<file path="src/rtl/ex_scoreboard_pkg.sv">
// Shared pipeline types for the issue scoreboard: operand-source selects and
// the drain FSM state encoding.
package ex_scoreboard_pkg;

  localparam int REG_IDX_W = 5;

  typedef enum logic [1:0] {
    FWD_RF   = 2'd0,
    FWD_EXWB = 2'd1,
    FWD_WB   = 2'd2
  } fwd_sel_t;

  typedef enum logic [1:0] {
    SB_RUN   = 2'd0,
    SB_DRAIN = 2'd1,
    SB_DONE  = 2'd2
  } sb_state_t;

endpackage

</file>
<file path="src/rtl/ex_scoreboard_src_hazard_check.sv">
// One source operand: picks the youngest in-flight producer and flags a stall
// when the register is still pending and no bypass covers it.
module src_hazard_check
  import ex_scoreboard_pkg::*;
(
  input  logic [REG_IDX_W-1:0] src_idx,
  input  logic                 src_used,
  input  logic                 src_pending,
  input  logic                 ex_fwd_valid,
  input  logic [REG_IDX_W-1:0] ex_fwd_rd,
  input  logic                 wb_valid,
  input  logic [REG_IDX_W-1:0] wb_rd,
  output logic [1:0]           fwd_sel,
  output logic                 hazard
);

  fwd_sel_t sel;
  logic     src_live;

  assign src_live = src_used && (src_idx != '0);

  // NOTE: every combinational output gets a default first so no path through
  // the block leaves it unassigned, which would infer a latch.
  always_comb begin
    sel = FWD_RF;
    if (src_live) begin
      // EX_WB holds the younger result, so it wins over WB.
      if (ex_fwd_valid && ex_fwd_rd == src_idx) begin
        sel = FWD_EXWB;
      end else if (wb_valid && wb_rd == src_idx) begin
        sel = FWD_WB;
      end
    end
  end

  assign fwd_sel = sel;
  assign hazard  = src_live && src_pending && (sel == FWD_RF);

endmodule

</file>
<file path="src/rtl/ex_scoreboard.sv">
// Register scoreboard in front of ID_EX: tracks outstanding writers, selects
// operand bypass sources, stalls on RAW/WAW hazards and drains for fence/ecall.
module ex_scoreboard
  import ex_scoreboard_pkg::*;
#(
  parameter int NREGS = 32,
  parameter int CNT_W = 6
) (
  input  logic                 clk,
  input  logic                 reset_n,
  input  logic                 issue_valid,
  input  logic [REG_IDX_W-1:0] issue_rs1,
  input  logic [REG_IDX_W-1:0] issue_rs2,
  input  logic                 issue_rs1_used,
  input  logic                 issue_rs2_used,
  input  logic [REG_IDX_W-1:0] issue_rd,
  input  logic                 issue_rd_wr_en,
  output logic                 issue_ready,
  output logic [1:0]           issue_fwd_a,
  output logic [1:0]           issue_fwd_b,
  input  logic                 ex_fwd_valid,
  input  logic [REG_IDX_W-1:0] ex_fwd_rd,
  input  logic                 wb_valid,
  input  logic [REG_IDX_W-1:0] wb_rd,
  input  logic                 kill_valid,
  input  logic [REG_IDX_W-1:0] kill_rd,
  input  logic                 flush,
  input  logic                 drain_req,
  output logic                 drain_done,
  output logic [CNT_W-1:0]     pending_cnt,
  output logic                 sb_busy
);

  logic [NREGS-1:0] pending_q, pending_d, set_vec, clr_vec;
  logic [CNT_W-1:0] pending_cnt_q, pending_cnt_d;
  sb_state_t        state_q, state_d;

  logic haz_a, haz_b, waw, rd_covered, fire;

  src_hazard_check u_rs1 (
    .src_idx      (issue_rs1),
    .src_used     (issue_rs1_used),
    .src_pending  (pending_q[issue_rs1]),
    .ex_fwd_valid (ex_fwd_valid),
    .ex_fwd_rd    (ex_fwd_rd),
    .wb_valid     (wb_valid),
    .wb_rd        (wb_rd),
    .fwd_sel      (issue_fwd_a),
    .hazard       (haz_a)
  );

  src_hazard_check u_rs2 (
    .src_idx      (issue_rs2),
    .src_used     (issue_rs2_used),
    .src_pending  (pending_q[issue_rs2]),
    .ex_fwd_valid (ex_fwd_valid),
    .ex_fwd_rd    (ex_fwd_rd),
    .wb_valid     (wb_valid),
    .wb_rd        (wb_rd),
    .fwd_sel      (issue_fwd_b),
    .hazard       (haz_b)
  );

  // A new write to a still-pending rd is safe once its older writer is
  // already leaving through EX_WB or WB this cycle.
  assign rd_covered = (ex_fwd_valid && ex_fwd_rd == issue_rd) ||
                      (wb_valid && wb_rd == issue_rd);
  assign waw        = issue_rd_wr_en && (issue_rd != '0) &&
                      pending_q[issue_rd] && !rd_covered;

  assign issue_ready = (state_q == SB_RUN) && !haz_a && !haz_b && !waw;
  assign fire        = issue_valid && issue_ready && !flush;

  always_comb begin
    set_vec = '0;
    clr_vec = '0;
    if (wb_valid)   clr_vec[wb_rd]   = 1'b1;
    if (kill_valid) clr_vec[kill_rd] = 1'b1;
    if (fire && issue_rd_wr_en) set_vec[issue_rd] = 1'b1;
    // Set is applied after clear so a same-cycle set/clear leaves the bit set.
    pending_d    = (pending_q & ~clr_vec) | set_vec;
    pending_d[0] = 1'b0;

    pending_cnt_d = '0;
    for (int i = 0; i < NREGS; i++) begin
      pending_cnt_d = pending_cnt_d + CNT_W'(pending_d[i]);
    end
  end

  always_comb begin
    state_d = state_q;
    unique case (state_q)
      SB_RUN:   if (drain_req) state_d = SB_DRAIN;
      SB_DRAIN: if (pending_d == '0) state_d = SB_DONE;
      SB_DONE:  state_d = SB_RUN;
      default:  state_d = SB_RUN;
    endcase
  end

  // NOTE: state updates use non-blocking assignments so every flop samples
  // the pre-edge values, independent of statement order.
  // NOTE: the pending vector is a flop array rather than a RAM, so it takes
  // the asynchronous reset; a drain aborted by reset must not leave stale bits.
  always_ff @(posedge clk or negedge reset_n) begin
    if (!reset_n) begin
      pending_q     <= '0;
      pending_cnt_q <= '0;
      state_q       <= SB_RUN;
    end else begin
      pending_q     <= pending_d;
      pending_cnt_q <= pending_cnt_d;
      state_q       <= state_d;
    end
  end

  assign pending_cnt = pending_cnt_q;
  assign drain_done  = (state_q == SB_DONE);
  assign sb_busy     = (state_q != SB_RUN);

endmodule

</file>
<file path="config.mk">
export PLATFORM = sky130hd
export DESIGN_NAME = ex_scoreboard
export DESIGN_NICKNAME = d
export VERILOG_FILES = /design/src/rtl/ex_scoreboard_pkg.sv /design/src/rtl/ex_scoreboard_src_hazard_check.sv /design/src/rtl/ex_scoreboard.sv
export SDC_FILE = /design/constraint.sdc
export NUM_CORES = 1
export LEC_CHECK = 0
export CAP_MARGIN = 0
export CORE_ASPECT_RATIO = 0.75
export CORE_MARGIN = 10
export CORE_UTILIZATION = 45
export DETAILED_ROUTE_END_ITERATION = 12
export GPL_TIMING_DRIVEN = 0
export PLACE_DENSITY = 0.67
export SLEW_MARGIN = 20
export SYNTH_ARGS = -nofsm -noshare
export SYNTH_HDL_FRONTEND = slang
export SYNTH_SLANG_ARGS = --single-unit
</file>
<file path="constraint.sdc">
create_clock -name clk -period 7.37 [get_ports clk]
set_input_delay 1.474 -clock clk [delete_from_list [all_inputs] [get_ports clk]]
set_output_delay 1.474 -clock clk [all_outputs]
set_load 0.02 [all_outputs]
</file>
==> impl_metrics.toml, run 1 <==
[worst_hold_path]
holdPathEnd = "state_q[0]"
hold_class = "flip-flop to flip-flop"
hold_depth = 3
min_from = "state_q[1]"

[cells_and_area]
nNetsFinal = 641
drive_gt1_frac = 0.239
syn2layout_area_growth_pct = 31.0
diodes = 0
post-route-util = 0.606

[logic_synthesis]
synth_area_leader_cell = "dfrtp_1"
synthCells = 493
ys.flop_type = "dfrtp_1"
yosys_warnings = 0
synth_simple_gate_area_share = 0.215
synth-compound-area-share = 0.179
synth_most_common_cell = "nand2_1"
muxShareOfSynthArea = 0.119
yosys_register_bits = 39
synth_cell_types = 57
synthArstFlopShare = 1.00
synth_area_per_cell_um2 = 9.06
ys_seq_area_frac = 0.219
synth_fp_nets = 565
syn_area_mm2 = 0.00446
synth_top_family_by_area = "simple AND/OR/NAND/NOR gates"
synthAdderAreaFrac = 0.126
netlist.area_leader.share = 0.219
synth_xor_area_frac = 0.0647
synth.top_cells.by_count = "nand2_1 (42), dfrtp_1 (39), inv_1 (31)"
synth_area_leaders = "dfrtp_1 (22%), fa_1 (10%), mux2i_1 (6.1%)"
synth_edf_count = 0

[timing]
tightest_slew_ns = 0.838
hold_ws_ns = 0.576
timing.final.ws_setup_ns = -0.0463
setup_tns_ns = -0.0463
rsz0062_at_grt = "yes"
slew_headroom = 0.441
maxClockFrequency_ghz = 0.135
setup_viol = 1
min_period_ns = 7.42
timing.final.crit_share = 1.01
finClkSkew_ns = 0.00487
finalHoldViolations = 0
final_max_slew_viol_count = 0

[clock_tree]
holdBufCountCts = 0
htreeDepth = 2
clock-sinks = 39
cts_root_buffer = "clkbuf_16"
cts_made_buffers = 5
clockBufferDepth = 2
clk_latency_ns = 0.29
cts_tree = "yes"
path_clk_slew_ns = 0.06

[drt]
ant_nets = 0
routedWlPerCell_um = 24.2
remaining_drc_errors = 0
finalWirelength_mm = 17.0
vias_per_cell = 6.50
vias = 4566
dr.first_iter.drc_count = 526
dr.pass1.iters = 6

[critical_path]
cp-startpoint = "wb_rd[2]"
r2r_slack_ns = 0.82
criticalPathCategory = "primary input to flip-flop"
startpoint_type = "primary input"
reg2regPathDepth = 22
crit_fanout = 8
r2r_start = "pending_q[31]"
end_kind = "flip-flop"
crit_arrival_ns = 7.63
worstPathRequired_ns = 7.58
r2r_end = "pending_cnt[4]"

[grt]
grt_usage = 0.225
grt_pass1_wl_mm = 25.5
grt_pass1_vias = 4438
grt_max_degree = 29
gr-total-overflow = 0
antenna_found_initial = 0

[floorplan]
core_area_mm2 = 0.00966
die_y_um = 106
dieArea_mm2 = 0.0143
start_util = 0.462
die_x_um = 135
num_io_pins = 54
num_rows = 31

[pwr]
clockPowerShare = 0.230
p_per_area_mw_per_mm2 = 162
p_switching_uw = 375
p_comb_frac = 0.495
p_leak_uw = 0.00240
power.internal_uw = 572
irDropWorstVdd_mv = 0.124
swShare = 0.396
seqPwrFrac = 0.275

[run_status]
status = "complete, but fails checks"
violations = "negative setup slack"

[placement]
gp_congestion = 0.987
port_buffers = 41
hpwlAfterDp_mm = 12.8

[flow_run]
maxCapViolations = 0
-- registers in the layout, indices dropped and copies added (netlist names) --
| signal | flops |
|---|---|
| pending_q | 31 |
| pending_cnt | 6 |
| state_q | 2 |
-- placed cells by master, fill, tap and decap left out, types with 20 or more instances in the layout --
cell type	instances
a22oi_1	20
o31ai_1	21
xor2_1	22
dfrtp_1	39
mux2i_1	21
inv_1	28
buf_4	25
nand2_1	40
clkdlybuf4s50_1	24
nand3_1	25
-- layer usage --
metal,routed length [µm],GRT usage
met4,399,0.0521
met5,0,0
met3,2000,0.0616
met1,7130,0.315
met2,7460,0.337
-- worst max-delay path: stages --
cell	delay, ns
clkbuf_1	0.33
xor2_1	0.14
nor4_2	0.37
a32o_2	0.27
nor4_4	0.06
a2bb2oi_4	0.18
nand3_2	0.12
buf_8	0.17
buf_12	0.15
o31ai_4	0.28
fa_1	0.48
fa_1	0.50
inv_1	0.05
fa_1	0.47
fa_2	0.60
fa_2	0.44
fa_1	0.51
fa_2	0.20
inv_2	0.04
fa_2	0.34
a21o_1	0.18
a21oi_2	0.13
xnor2_1	0.13
-- power by group through the flow --
stage	Combinational (µW)	Clock, µW	Sequential (µW)
after floorplan	246	0	257
after global placement	370	0	261
after detailed placement	375	0	261
after CTS	418	215	258
after global routing	507	227	261
final	469	218	260
-- stage by stage --
step                worst slack [ns]  power [µW]  cell area, µm²  std cells
detailed placement             -1.23         637            5070        667
global route                  -0.214         995            5850        702
finish                       -0.0463         947            5850        702
global placement               -1.18         631            5050        666
floorplan                    0.00859         504            4480        493
CTS                          0.00681         891            5590        687
-- worst max-delay path by stage --
stage	end	slack (ns)	cells past startpoint
after CTS	pending_cnt[4]	0.007	24
after detailed placement	pending_cnt[4]	-1.23	24
after floorplan	pending_cnt[4]	0.009	23
after global routing	pending_cnt[4]	-0.21	23
after global placement	pending_cnt[4]	-1.18	24
final	pending_cnt[4]	-0.05	23
-- cell type report --
class | count | area (µm²)
multi-input cells | 378 | 3430
fillers | 827 | 3810
well taps | 132 | 165
clock inverters | 3 | 20.0
clock buffers | 5 | 125
repair buffers | 70 | 648
flip-flops and latches | 39 | 976
plain buffers | 44 | 372
inverters | 31 | 116
-- timing repair --
item	CTS	global route
gates cloned	2	3
gates resized for setup	94	67
setup buffers	11	12
pin swaps	24	33
setup endpoints to repair	6	5
-- cell families after synthesis --
family | after synthesis
and+or+nand+nor | 172
AOI/OAI and AO/OA | 102
buffers and inverters | 76
muxes | 40
DFF | 39
xor gates and xnor gates | 33
adders and majority gates | 31
(Power assumes the default switching activity.)
==> run 2, diff against run 1 <==
--- a/config.mk
+++ b/config.mk
@@ -9,6 +9,7 @@
 export CORE_ASPECT_RATIO = 0.75
 export CORE_MARGIN = 10
 export CORE_UTILIZATION = 45
+export CTS_CLUSTER_DIAMETER = 150
 export DETAILED_ROUTE_END_ITERATION = 12
 export GPL_TIMING_DRIVEN = 0
 export PLACE_DENSITY = 0.67
==> results of run 2 <==
No change in the layout: final DEF, timing and power equal those of run 1.
==> run 3, diff against run 2 <==
--- a/config.mk
+++ b/config.mk
@@ -5,14 +5,14 @@
 export SDC_FILE = /design/constraint.sdc
 export NUM_CORES = 1
 export LEC_CHECK = 0
-export CAP_MARGIN = 0
+export CAP_MARGIN = 20
 export CORE_ASPECT_RATIO = 0.75
 export CORE_MARGIN = 10
-export CORE_UTILIZATION = 45
+export CORE_UTILIZATION = 58
 export CTS_CLUSTER_DIAMETER = 150
 export DETAILED_ROUTE_END_ITERATION = 12
 export GPL_TIMING_DRIVEN = 0
-export PLACE_DENSITY = 0.67
+export PLACE_DENSITY = 0.83
 export SLEW_MARGIN = 20
 export SYNTH_ARGS = -nofsm -noshare
 export SYNTH_HDL_FRONTEND = slang
==> run 3 against run 2 <==
  * The flow still finishes with violations (negative setup slack)
  * Final cell count shrank 4.0%
  * Via count grew 5.9%
  * Sequential share of layout area grew 0.15 points
  * Wire length grew 5.7%
  * Register-to-register slack lost 0.13 ns
  * Core utilization grew 18 points
  * Hold slack gained 0.019 ns
  * Fmax shrank 1.5%
  * Total power shrank 3.3%
  * Cell area shrank 0.92%
  * Non-clock buffer count grew 3
  * Die area shrank 19%
==> impl_metrics.toml, run 3 (same netlist as run 1, synthesis figures left out) <==
[pwr]
p_per_area_mw_per_mm2 = 158
power.internal_uw = 540
swShare = 0.411
irDropWorstVdd_mv = 0.155
clockPowerShare = 0.198
p_switching_uw = 376
p_leak_uw = 0.00240
seqPwrFrac = 0.287
p_comb_frac = 0.515

[cells_and_area]
largest_reg_flops = 31
nNetsFinal = 644
final_common_cell = "nand2_1"
syn2layout_area_growth_pct = 29.8
largest_register = "pending_q"
diodes = 0
layout_common_cells = "nand2_1 (42), dfrtp_1 (39), inv_1 (30)"
drive_gt1_frac = 0.225

[grt]
gr-total-overflow = 0
grt_pass1_wl_mm = 26.8
antenna_found_initial = 0
grt_max_degree = 26
grt_pass1_vias = 4730
grt_usage = 0.298

[worst_hold_path]
min_from = "state_q[1]"
hold_depth = 3
holdPathEnd = "state_q[0]"
hold_class = "flip-flop to flip-flop"

[timing]
setup_viol = 4
tightest_slew_ns = 1.01
hold_ws_ns = 0.595
timing.final.ws_setup_ns = -0.159
final_max_slew_viol_count = 0
slew_headroom = 0.325
maxClockFrequency_ghz = 0.133
finalHoldViolations = 0
timing.final.crit_share = 1.02
finClkSkew_ns = 0.0137
rsz0062_at_grt = "yes"
min_period_ns = 7.53

[critical_path]
worstPathRequired_ns = 7.60
cp_common_cell = "fa_1"
crit_path_max_incr_delay_ns = 0.56
worstPathCellList = "buf_2, buf_6, mux2i_1, nand2_1, a311oi_2, nor4_4, a2bb2oi_4, nand3_2, buf_8, buf_12, o31ai_4, fa_1, fa_1, inv_1, fa_1, fa_1, fa_1, fa_1, fa_2, inv_2, fa_2, a21o_1, a21oi_2, xnor2_1"
r2r_end = "pending_cnt[4]"
crit_fanout = 10
r2r_start = "pending_q[7]"
criticalPathCategory = "primary input to flip-flop"
crit_arrival_ns = 7.76
reg2regPathDepth = 22
end_kind = "flip-flop"
crit_slowest_cell = "fa_1"
startpoint_type = "primary input"
cp-startpoint = "issue_rs2[2]"
r2r_slack_ns = 0.69

[clock_tree]
path_clk_slew_ns = 0.09
htreeDepth = 2
cts_tree = "yes"
holdBufCountCts = 0
clockBufferDepth = 2
cts_root_buffer = "clkbuf_8"
clk_latency_ns = 0.30
clock-sinks = 39
cts_made_buffers = 5

[floorplan]
num_rows = 27
dieArea_mm2 = 0.0116
core_area_mm2 = 0.00740
num_io_pins = 54
start_util = 0.603
die_x_um = 121
die_y_um = 96.0

[placement]
pre_cts_ws_ns = -1.21
gp_congestion = 1.01
hpwlAfterDp_mm = 12.6
port_buffers = 41

[drt]
dr.first_iter.drc_count = 781
vias = 4837
routedWlPerCell_um = 26.6
ant_nets = 0
remaining_drc_errors = 0
vias_per_cell = 7.18
finalWirelength_mm = 18.0
dr.pass1.iters = 7

[run_status]
violations = "negative setup slack"
status = "complete, but fails checks"

[flow_run]
maxCapViolations = 0
run 3: cell types whose count changed in the layout (fill, tap and decap cells not counted), moves of 3 or more:
cell / previous run / this run
clkbuf_16: 7 / 1
dlygate4sd2_1: 4 / 7
clkbuf_8: 2 / 7
mux2i_2: 5 / 2
buf_4: 25 / 29
buf_8: 6 / 2
fa_1: 17 / 20
clkbuf_2: 9 / 4
fa_2: 6 / 3
run 3: metal layers:
| metal | track usage | part of all wire | up-vias |
|---|---|---|---|
| met4 | 0.104 | 0.045 | 0 |
| met1 | 0.381 | 0.36 | 2319 |
| met3 | 0.112 | 0.16 | 100 |
| met2 | 0.456 | 0.43 | 434 |
| met5 | 0.00833 | 0 | - |
| li1 | - | - | 1984 |
run 3: final cells by class:
cell class	count	area, µm²
repair buffers	74	686
flip-flops and latches	39	976
fillers	476	1600
well taps	101	126
clock inverters	3	43.8
plain buffers	43	350
clock buffers	5	68.8
multi-input cells	378	3430
inverters	31	116
run 3: critical path, delay by kind of cell:
kind                       cells  cell delay (ns)
adders and majority gates      8             3.58
xor gates and xnor gates       1             0.12
and+or+nand+nor                3             0.32
buffers and inverters          6             0.81
AOI/OAI and AO/OA              5             1.17
muxes                          1             0.25
run 3: stage by stage:
step | utilization | setup TNS, ns | cell area [µm²] | std cells | total power [µW]
detailed placement | 0.681 | -5.64 | 5040 | 636 | 642
floorplan | - | 0 | 4480 | 493 | 504
finish | 0.783 | -0.455 | 5800 | 674 | 916
global placement | 0.678 | -4.97 | 5010 | 635 | 628
global route | 0.783 | -1.10 | 5800 | 674 | 951
CTS | 0.763 | -0.0704 | 5640 | 666 | 882
run 3: worst max path at each step:
stage                           to  cells past startpoint
global placement    pending_cnt[4]                     24
global route        pending_cnt[4]                     23
CTS                 pending_cnt[4]                     23
floorplan           pending_cnt[4]                     23
finish              pending_cnt[4]                     24
detailed placement  pending_cnt[4]                     24
run 3: power groups by stage:
stage / logic (µW) / clock network (µW) / registers [µW]
finish: 472 / 181 / 263
floorplan: 246 / 0 / 257
CTS: 443 / 181 / 258
detailed placement: 380 / 0 / 262
global route: 499 / 190 / 262
global placement: 366 / 0 / 262
run 3: what timing repair did:
item	in CTS	in global routing
endpoints found under the setup margin	6	5
pin swaps	36	17
gates resized for setup	115	24
gates cloned	2	1
buffers inserted	21	8
